**src/rtl/fetch_stage_pkg.sv**
```systemverilog
// Shared types and constants for the MIPS instruction-fetch stage.
package fetch_stage_pkg;

    localparam int unsigned XLEN = 32;

    localparam logic [XLEN-1:0] RESET_PC_DEFAULT  = 32'h0000_0000;
    // sll $0,$0,0
    localparam logic [XLEN-1:0] NOP_INSTR_DEFAULT = 32'h0000_0000;

    typedef enum logic [1:0] {
        REQ     = 2'd0,
        HOLD    = 2'd1,
        DISCARD = 2'd2
    } fetch_state_t;

endpackage

```
**src/rtl/fetch_stage_if.sv**
```systemverilog
// Instruction-memory request/acknowledge bus between the fetch stage and imem.
interface fetch_stage_if;
    import fetch_stage_pkg::*;

    logic            imem_req;
    logic [XLEN-1:0] imem_addr;
    logic            imem_ack;
    logic [XLEN-1:0] imem_rdata;

    modport master (
        output imem_req,
        output imem_addr,
        input  imem_ack,
        input  imem_rdata
    );

    modport slave (
        input  imem_req,
        input  imem_addr,
        output imem_ack,
        output imem_rdata
    );

endinterface

```
**src/rtl/fetch_stage_pc_next_mux.sv**
```systemverilog
// Next-PC selection: sequential, branch or jump; jump has priority and targets are word-aligned.
module fetch_stage_pc_next_mux
    import fetch_stage_pkg::*;
(
    input  logic [XLEN-1:0] pc,
    input  logic            stall,
    input  logic            branch_taken,
    input  logic [XLEN-1:0] branch_target,
    input  logic            jump,
    input  logic [XLEN-1:0] jump_target,
    output logic            redirect_c,
    output logic [XLEN-1:0] target_c,
    output logic [XLEN-1:0] seq_c,
    output logic [XLEN-1:0] next_pc_c
);

    always_comb begin
        redirect_c    = (jump | branch_taken) & ~stall;
        target_c      = jump ? jump_target : branch_target;
        target_c[1:0] = 2'b00;
        // Wraps modulo 2^32 from FFFF_FFFC to 0.
        seq_c         = pc + XLEN'(4);
        next_pc_c     = redirect_c ? target_c : seq_c;
    end

endmodule

```
**src/rtl/fetch_stage.sv**
```systemverilog
// IF stage: owns the PC, runs the imem req/ack handshake and feeds the IF/ID register.
module fetch_stage
    import fetch_stage_pkg::*;
#(
    parameter logic [XLEN-1:0] RESET_PC  = RESET_PC_DEFAULT,
    parameter logic [XLEN-1:0] NOP_INSTR = NOP_INSTR_DEFAULT
) (
    input  logic            clk,
    input  logic            rst,
    input  logic            stall_f,
    input  logic            branch_taken_d,
    input  logic [XLEN-1:0] branch_target_d,
    input  logic            jump_d,
    input  logic [XLEN-1:0] jump_target_d,
    fetch_stage_if.master   imem,
    output logic [XLEN-1:0] instr_f,
    output logic [XLEN-1:0] pc_f,
    output logic [XLEN-1:0] pc_plus_4_f,
    output logic            fetch_valid_f
);

    fetch_state_t    state;
    logic [XLEN-1:0] hold_buf;
    logic [XLEN-1:0] old_addr;

    logic            redirect_c;
    logic [XLEN-1:0] target_c;
    logic [XLEN-1:0] seq_c;
    logic [XLEN-1:0] next_pc_c;

    fetch_stage_pc_next_mux u_pc_next_mux (
        .pc            (pc_f),
        .stall         (stall_f),
        .branch_taken  (branch_taken_d),
        .branch_target (branch_target_d),
        .jump          (jump_d),
        .jump_target   (jump_target_d),
        .redirect_c    (redirect_c),
        .target_c      (target_c),
        .seq_c         (seq_c),
        .next_pc_c     (next_pc_c)
    );

    assign pc_plus_4_f = seq_c;

    // PC, fetch state and the buffers that survive stalls and redirects.
    always_ff @(posedge clk or posedge rst) begin
        if (rst) begin
            pc_f     <= RESET_PC;
            state    <= REQ;
            hold_buf <= NOP_INSTR;
            old_addr <= '0;
        end else begin
            case (state)
                REQ: begin
                    if (imem.imem_ack) begin
                        if (!stall_f) begin
                            pc_f <= next_pc_c;
                        end else begin
                            hold_buf <= imem.imem_rdata;
                            state    <= HOLD;
                        end
                    end else if (redirect_c) begin
                        // Outstanding request must stay on the bus until its ack arrives.
                        old_addr <= pc_f;
                        pc_f     <= target_c;
                        state    <= DISCARD;
                    end
                end
                HOLD: begin
                    if (!stall_f) begin
                        pc_f  <= next_pc_c;
                        state <= REQ;
                    end
                end
                DISCARD: begin
                    if (redirect_c) begin
                        pc_f <= target_c;
                    end
                    if (imem.imem_ack) begin
                        state <= REQ;
                    end
                end
                default: state <= REQ;
            endcase
        end
    end

    // Bus and IF/ID outputs; an ack in REQ is forwarded in the same cycle.
    always_comb begin
        imem.imem_req  = 1'b0;
        imem.imem_addr = pc_f;
        fetch_valid_f  = 1'b0;
        instr_f        = NOP_INSTR;
        if (!rst) begin
            case (state)
                REQ: begin
                    imem.imem_req = 1'b1;
                    if (imem.imem_ack) begin
                        fetch_valid_f = 1'b1;
                        instr_f       = imem.imem_rdata;
                    end
                end
                HOLD: begin
                    fetch_valid_f = 1'b1;
                    instr_f       = hold_buf;
                end
                DISCARD: begin
                    imem.imem_req  = 1'b1;
                    imem.imem_addr = old_addr;
                end
                default: ;
            endcase
        end
    end

endmodule
```
**src/flat_wrapper.sv**
```systemverilog
// flat-port wrapper written by rule: the top's interface ports become plain ports
module fetch_stage_flat import fetch_stage_pkg::*;
#(
    parameter logic [XLEN-1:0] RESET_PC  = RESET_PC_DEFAULT,
    parameter logic [XLEN-1:0] NOP_INSTR = NOP_INSTR_DEFAULT
)
  (clk, rst, stall_f, branch_taken_d, branch_target_d, jump_d, jump_target_d, instr_f, pc_f, pc_plus_4_f, fetch_valid_f, imem_imem_req, imem_imem_addr, imem_imem_ack, imem_imem_rdata);
  fetch_stage_if imem_i ();
  input  logic clk;
  input  logic rst;
  input  logic stall_f;
  input  logic branch_taken_d;
  input  logic [XLEN-1:0] branch_target_d;
  input  logic jump_d;
  input  logic [XLEN-1:0] jump_target_d;
  output logic [XLEN-1:0] instr_f;
  output logic [XLEN-1:0] pc_f;
  output logic [XLEN-1:0] pc_plus_4_f;
  output logic fetch_valid_f;
  output wire logic [$bits(imem_i.imem_req)-1:0] imem_imem_req;
  output wire logic [$bits(imem_i.imem_addr)-1:0] imem_imem_addr;
  input wire logic [$bits(imem_i.imem_ack)-1:0] imem_imem_ack;
  input wire logic [$bits(imem_i.imem_rdata)-1:0] imem_imem_rdata;
  assign imem_imem_req = imem_i.imem_req;
  assign imem_imem_addr = imem_i.imem_addr;
  assign imem_i.imem_ack = imem_imem_ack;
  assign imem_i.imem_rdata = imem_imem_rdata;
  fetch_stage #(.RESET_PC(RESET_PC), .NOP_INSTR(NOP_INSTR)) u_core (.clk(clk), .rst(rst), .stall_f(stall_f), .branch_taken_d(branch_taken_d), .branch_target_d(branch_target_d), .jump_d(jump_d), .jump_target_d(jump_target_d), .imem(imem_i), .instr_f(instr_f), .pc_f(pc_f), .pc_plus_4_f(pc_plus_4_f), .fetch_valid_f(fetch_valid_f));
endmodule
```
**config.mk**
```make
export PLATFORM = sky130hd
export DESIGN_NAME = fetch_stage_flat
export DESIGN_NICKNAME = d
export VERILOG_FILES = /design/src/rtl/fetch_stage_pkg.sv /design/src/rtl/fetch_stage_if.sv /design/src/rtl/fetch_stage_pc_next_mux.sv /design/src/rtl/fetch_stage.sv /design/src/flat_wrapper.sv
export SDC_FILE = /design/constraint.sdc
export NUM_CORES = 1
export LEC_CHECK = 0
export CORE_ASPECT_RATIO = 1.25
export CORE_UTILIZATION = 29
export DETAILED_ROUTE_END_ITERATION = 8
export PLACE_DENSITY = 0.66
export SYNTH_ARGS = -nofsm -noshare
export SYNTH_HDL_FRONTEND = slang
export SYNTH_SLANG_ARGS = --single-unit
```
**constraint.sdc**
```tcl
create_clock -name clk -period 6.2 [get_ports clk]
set_input_delay 1.24 -clock clk [delete_from_list [all_inputs] [get_ports clk]]
set_output_delay 1.24 -clock clk [all_outputs]
set_load 0.1 [all_outputs]
```
### After elaboration in Yosys (flattened, before gate mapping)

Index checks and enable logic that the tools add are counted.

| operators by class | value |
|---|---|
| equal/unequal tests | 6 |
| muxes and demuxes | 22 |
| reductions and logical operators | 6 |
| bitwise gates (word level) | 4 |
| $add $sub $neg | 1 |

Operators with widths:

| operator | number |
|---|---|
| 2-to-1 mux 32 bit | 9 |
| case mux 32 bit (3 select lines) | 1 |
| case mux 32 bit (2 select lines) | 1 |
| adder 32 x 3 -> 32 bit, second input constant | 1 |
| 2-to-1 mux 2 bit | 5 |
| case mux 2 bit (3 select lines) | 1 |
| AND reduction 3 bit | 2 |
| 2-to-1 mux 1 bit | 4 |
| inequality test 2 bit, second input constant | 2 |
| AND reduction 4 bit | 1 |
| inequality test 3 x 2 -> 1 bit, second input constant | 1 |
| inequality test 3 bit, second input constant | 1 |
| nonzero test 3 bit | 1 |
| equality test 2 x 1 -> 1 bit, second input constant | 1 |
| equality test 2 bit, second input constant | 1 |
| zero test 2 bit | 1 |
| inverter 1 bit | 2 |
| case mux 1 bit (2 select lines) | 1 |
| OR reduction 2 bit | 1 |
| bitwise AND 1 bit | 1 |
| bitwise OR 1 bit | 1 |

| word-level totals | value |
|---|---|
| bits of input ports | 102 |
| output and inout port bits | 130 |
| logic and storage cells | 43 |
| bits in registers | 98 |

### Longest topological paths before layout

| depth | value |
|---|---|
| depth after elaboration | 6 |
| mapped depth | 9 |
| depth with buffers taken out | 7 |

### Modules after synthesis

A second synthesis with hierarchy kept.

| second synthesis, totals | value |
|---|---|
| cells, all modules | 608 |
| area, all modules | 6284.8 µm² |

Modules (own cells, without submodules):

| module | instances | area each (µm²) | sequential area each (µm²) | cells each |
|---|---|---|---|---|
| fetch_stage | 1 | 4824.6 | 2452.4 | 396 |
| fetch_stage_pc_next_mux | 1 | 1460.2 | 0.0 | 212 |

### Least setup slack after synthesis

OpenSTA, ideal clock, no wires.

| timing | value |
|---|---|
| path type | input to output |
| start point | input port rst |
| end point | output port instr_f[10] |
| path buffers | 1 |
| data arrival time | 5.339 ns |
| required time | 4.960 ns |
| slack | -0.379 ns |
| stages | 4 |
| cells stage by stage | inv_1 > o21ai_1 > clkbuf_1 > nor2_1 |

| on the way | value |
|---|---|
| longest elaborated chain between the ends | 1 |

Ends and longest elaborated chain:

| what | line | RTL |
|---|---|---|
| from (decl) | flat_wrapper.sv:10 | `input logic rst;` |
| 2-to-1 mux 32 bit | fetch_stage.sv:95 | `if (!rst) begin` |
| to (decl) | flat_wrapper.sv:16 | `output logic [XLEN-1:0] instr_f;` |

No other way between the ends.

### Worst setup path in the final report

| timing | value |
|---|---|
| start point | register u_core.pc_f[3] |
| end point | output port pc_plus_4_f[30] |

| on the way | value |
|---|---|
| longest elaborated chain between the ends | 1 |

Ends and longest elaborated chain:

| what | line | RTL |
|---|---|---|
| from (decl) | fetch_stage.sv:17 | `output logic [XLEN-1:0] pc_f,` |
| from (signal assigned) | fetch_stage.sv:58 | `pc_f <= next_pc_c;` |
| from (signal assigned) | fetch_stage.sv:66 | `pc_f <= target_c;` |
| from (signal assigned) | fetch_stage.sv:72 | `pc_f <= next_pc_c;` |
| adder 32 x 3 -> 32 bit | fetch_stage_pc_next_mux.sv:22 | `seq_c = pc + XLEN'(4);` |
| to (decl) | flat_wrapper.sv:18 | `output logic [XLEN-1:0] pc_plus_4_f;` |

No other way between the ends.

==> results.yml <==
layout:
  fin_nets: 1051
  drive_gt1_share_pct: 23.3
  antenna_cells: 0
  syn2layout_area_growth_pct: 41.2
  final_util_pct: 42.1
floorplan:
  fp.dieH_um: 178
  start_util_pct: 29.8
  die_w_um: 142
  rows: 63
  die_area_um2: 25300
  core-area_um2: 24000
  ioPinCount: 232
clock_network:
  cts_made_buffers: 9
  postCtsResizedCells: 0
  root_buffer: "clkbuf_16"
  cts_max_level: 3
  cts_tree: "done"
  insertion_delay_ns: 0.36
  ctsLongestPathBuffers: 2
  holdBufCountCts: 0
  cts.sinks: 98
  cts_setup_buffers: 0
  clk_pin_slew_ns: 0.07
detailed_routing:
  drtPass1Iterations: 7
  drt_iter0_markers: 650
  wl_per_cell_um: 19.0
  routed_wl_um: 24200
  num_vias: 6792
  post_drt_via_cell_ratio: 5.33
  ant_nets: 0
  drc: 0
synthesis:
  yosys_warnings: 0
  syn_inst: 774
  ys_types: 69
  ys_seq_elements: 98
  synth_nets: 881
  yosysSeqAreaShare_pct: 34.3
  syn_area_per_cell_um2: 9.24
  synth-edff-count: 0
  synth_area_um2: 7150
  yosys_most_used_dff: "dfrtp_1"
  ys_async_sr_fraction_pct: 100
timing:
  period_minus_slack_ns: 5.01
  report.final.slew_viol_count: 0
  finalHoldViolCount: 0
  setup_ws_ns: 1.19
  timing.final.crit_share_pct: 80.8
  rsz0062_at_grt: "no"
  tns_ns: 0
  finClkSkew_ns: 0.0132
  slew_headroom_pct: 27.9
  worst_slew_pin_slew_ns: 1.08
  fmax_ghz: 0.200
  finalSetupViolations: 0
setup_path:
  critical_path.slowest_cell: "clkdlybuf4s50_1"
  path_class: "flop to output pin"
  worstPathMaxFanout: 8
  crit_path_max_incr_delay_ns: 1.16
  required_ns: 4.96
  critPathArrivalTime_ns: 3.77
  crit_chain: "ha_1 > and2_1 > nand4_2 > nor4_2 > xor2_1 > clkdlybuf4s50_1"
  startpoint_type: "flop"
  cp-end-kind: "output pin"
placed_design:
  gp_congestion: 0.883
  portBuffers: 227
  hpwl_um: 17200
  dp_slack_ns: 1.56
global_routing:
  grt.total_usage_pct: 19.1
  grt_overflow_total: 0
  antenna_found_initial: 0
  grt_pass1_wl_um: 37100
  grt_pass1_vias: 6625
  grt_max_degree: 58
worst_hold_path:
  hp-class: "flop to flop"
outcome:
  status: "finished, final reports clean"
job:
  cap_violations: 0
## stage by stage
step           std cells  instance area, um2  hold WS (ns)
6_report            1274               10100         0.486
2_1_floorplan        774                7150         0.454
5_1_grt             1274               10100         0.501
4_1_cts             1274               10100         0.490
3_5_place_dp        1258                9800         0.472
3_3_place_gp        1258                9800         0.464
## placed cells by master (no fill, tap or decap), types with 7 or more instances in the layout
master and n:
buf_12 32, nand3_1 17, nor2_1 74, dfrtp_1 98
a22oi_1 39, o221ai_1 8, mux2_2 98, o211ai_1 10
a21oi_1 35, mux2i_1 20, nor3_1 15, o31ai_1 7
nor2b_1 12, o21ai_0 33, inv_1 14, nand2_1 48
clkdlybuf4s50_1 161, a31oi_1 9, nand4_1 7, xor2_1 9
mux2_1 8, a221oi_1 10, clkbuf_16 9, buf_4 46
xnor2_1 16
## critical path, delay by kind of cell (launching register included)
family | cells | cell delay, ns
buffers and inverters | 1 | 1.16
AND/OR/NAND/NOR | 3 | 1.15
XOR/XNOR | 1 | 0.18
flip-flops | 1 | 0.53
adder cells (fa/ha/maj) | 1 | 0.38
## final timing paths
check                                     from                  end  slack (ns)  cells after the start
min in group asynchronous                  rst  u_core.hold_buf[28]        1.51                      3
setup reg to reg               u_core.state[0]      u_core.pc_f[19]        3.15                      8
hold reg to reg            u_core.old_addr[28]  u_core.old_addr[28]        0.49                      1
setup / recovery                u_core.pc_f[3]      pc_plus_4_f[30]        1.19                      6
max in group asynchronous                  rst      u_core.pc_f[25]        3.47                      4
hold / removal             u_core.old_addr[28]  u_core.old_addr[28]        0.49                      1
## synth_stat cells (15+ instances only)
master    count  share of area, %
nor2_1       74               3.9
mux2_2       98                15
inv_1        15              0.79
nand2_1      49               2.6
clkbuf_1     37               1.9
o21ai_0      33               2.3
nor3_1       15               1.0
nand3_1      17               1.2
xnor2_1      16               2.0
a21oi_1      35               2.4
buf_2        25               1.7
dfrtp_1      98                34
a22oi_1      39               4.1
mux2i_1      20               2.8
## per-layer routing
layer  vias to the layer above  GRT usage [%]  routed length, um
met5                         -              0                  0
met4                         0           5.78                471
met3                        40           4.45               1780
met2                       278           33.2              12200
met1                      3292           23.1               9810
li1                       3182              -                  -
## final cells by class
class                      count  area [um2]
multi-input combinational    579        4270
clock buffer                  10         239
clock inverter                 6        57.6
tap                          325         407
fill                        2388       13900
inverter                      16        63.8
sequential                    98        2450
timing repair buffer         240        2600
## logic make-up (layout without fill, tap and decap cells)
kind of cell    count (synthesis)  count (layout)  share of synthesized area [%]
flops                          98              98                           34.3
xor+xnor                       25              25                           3.06
fa+ha+maj                       5               5                          0.875
compound gates                198             198                           19.0
buf+inv                        97             272                           6.16
mux                           126             126                           19.5
simple gates                  225             225                           17.2
## flip-flops by register name (all words and copies together), names as in the netlist
name / flops
u_core.hold_buf: 32
u_core.old_addr: 32
u_core.pc_f: 32
u_core.state: 2
Power is left out: the tool's default activity adds up to more than one toggle a clock period on the data nets, which glitch-free logic cannot reach.
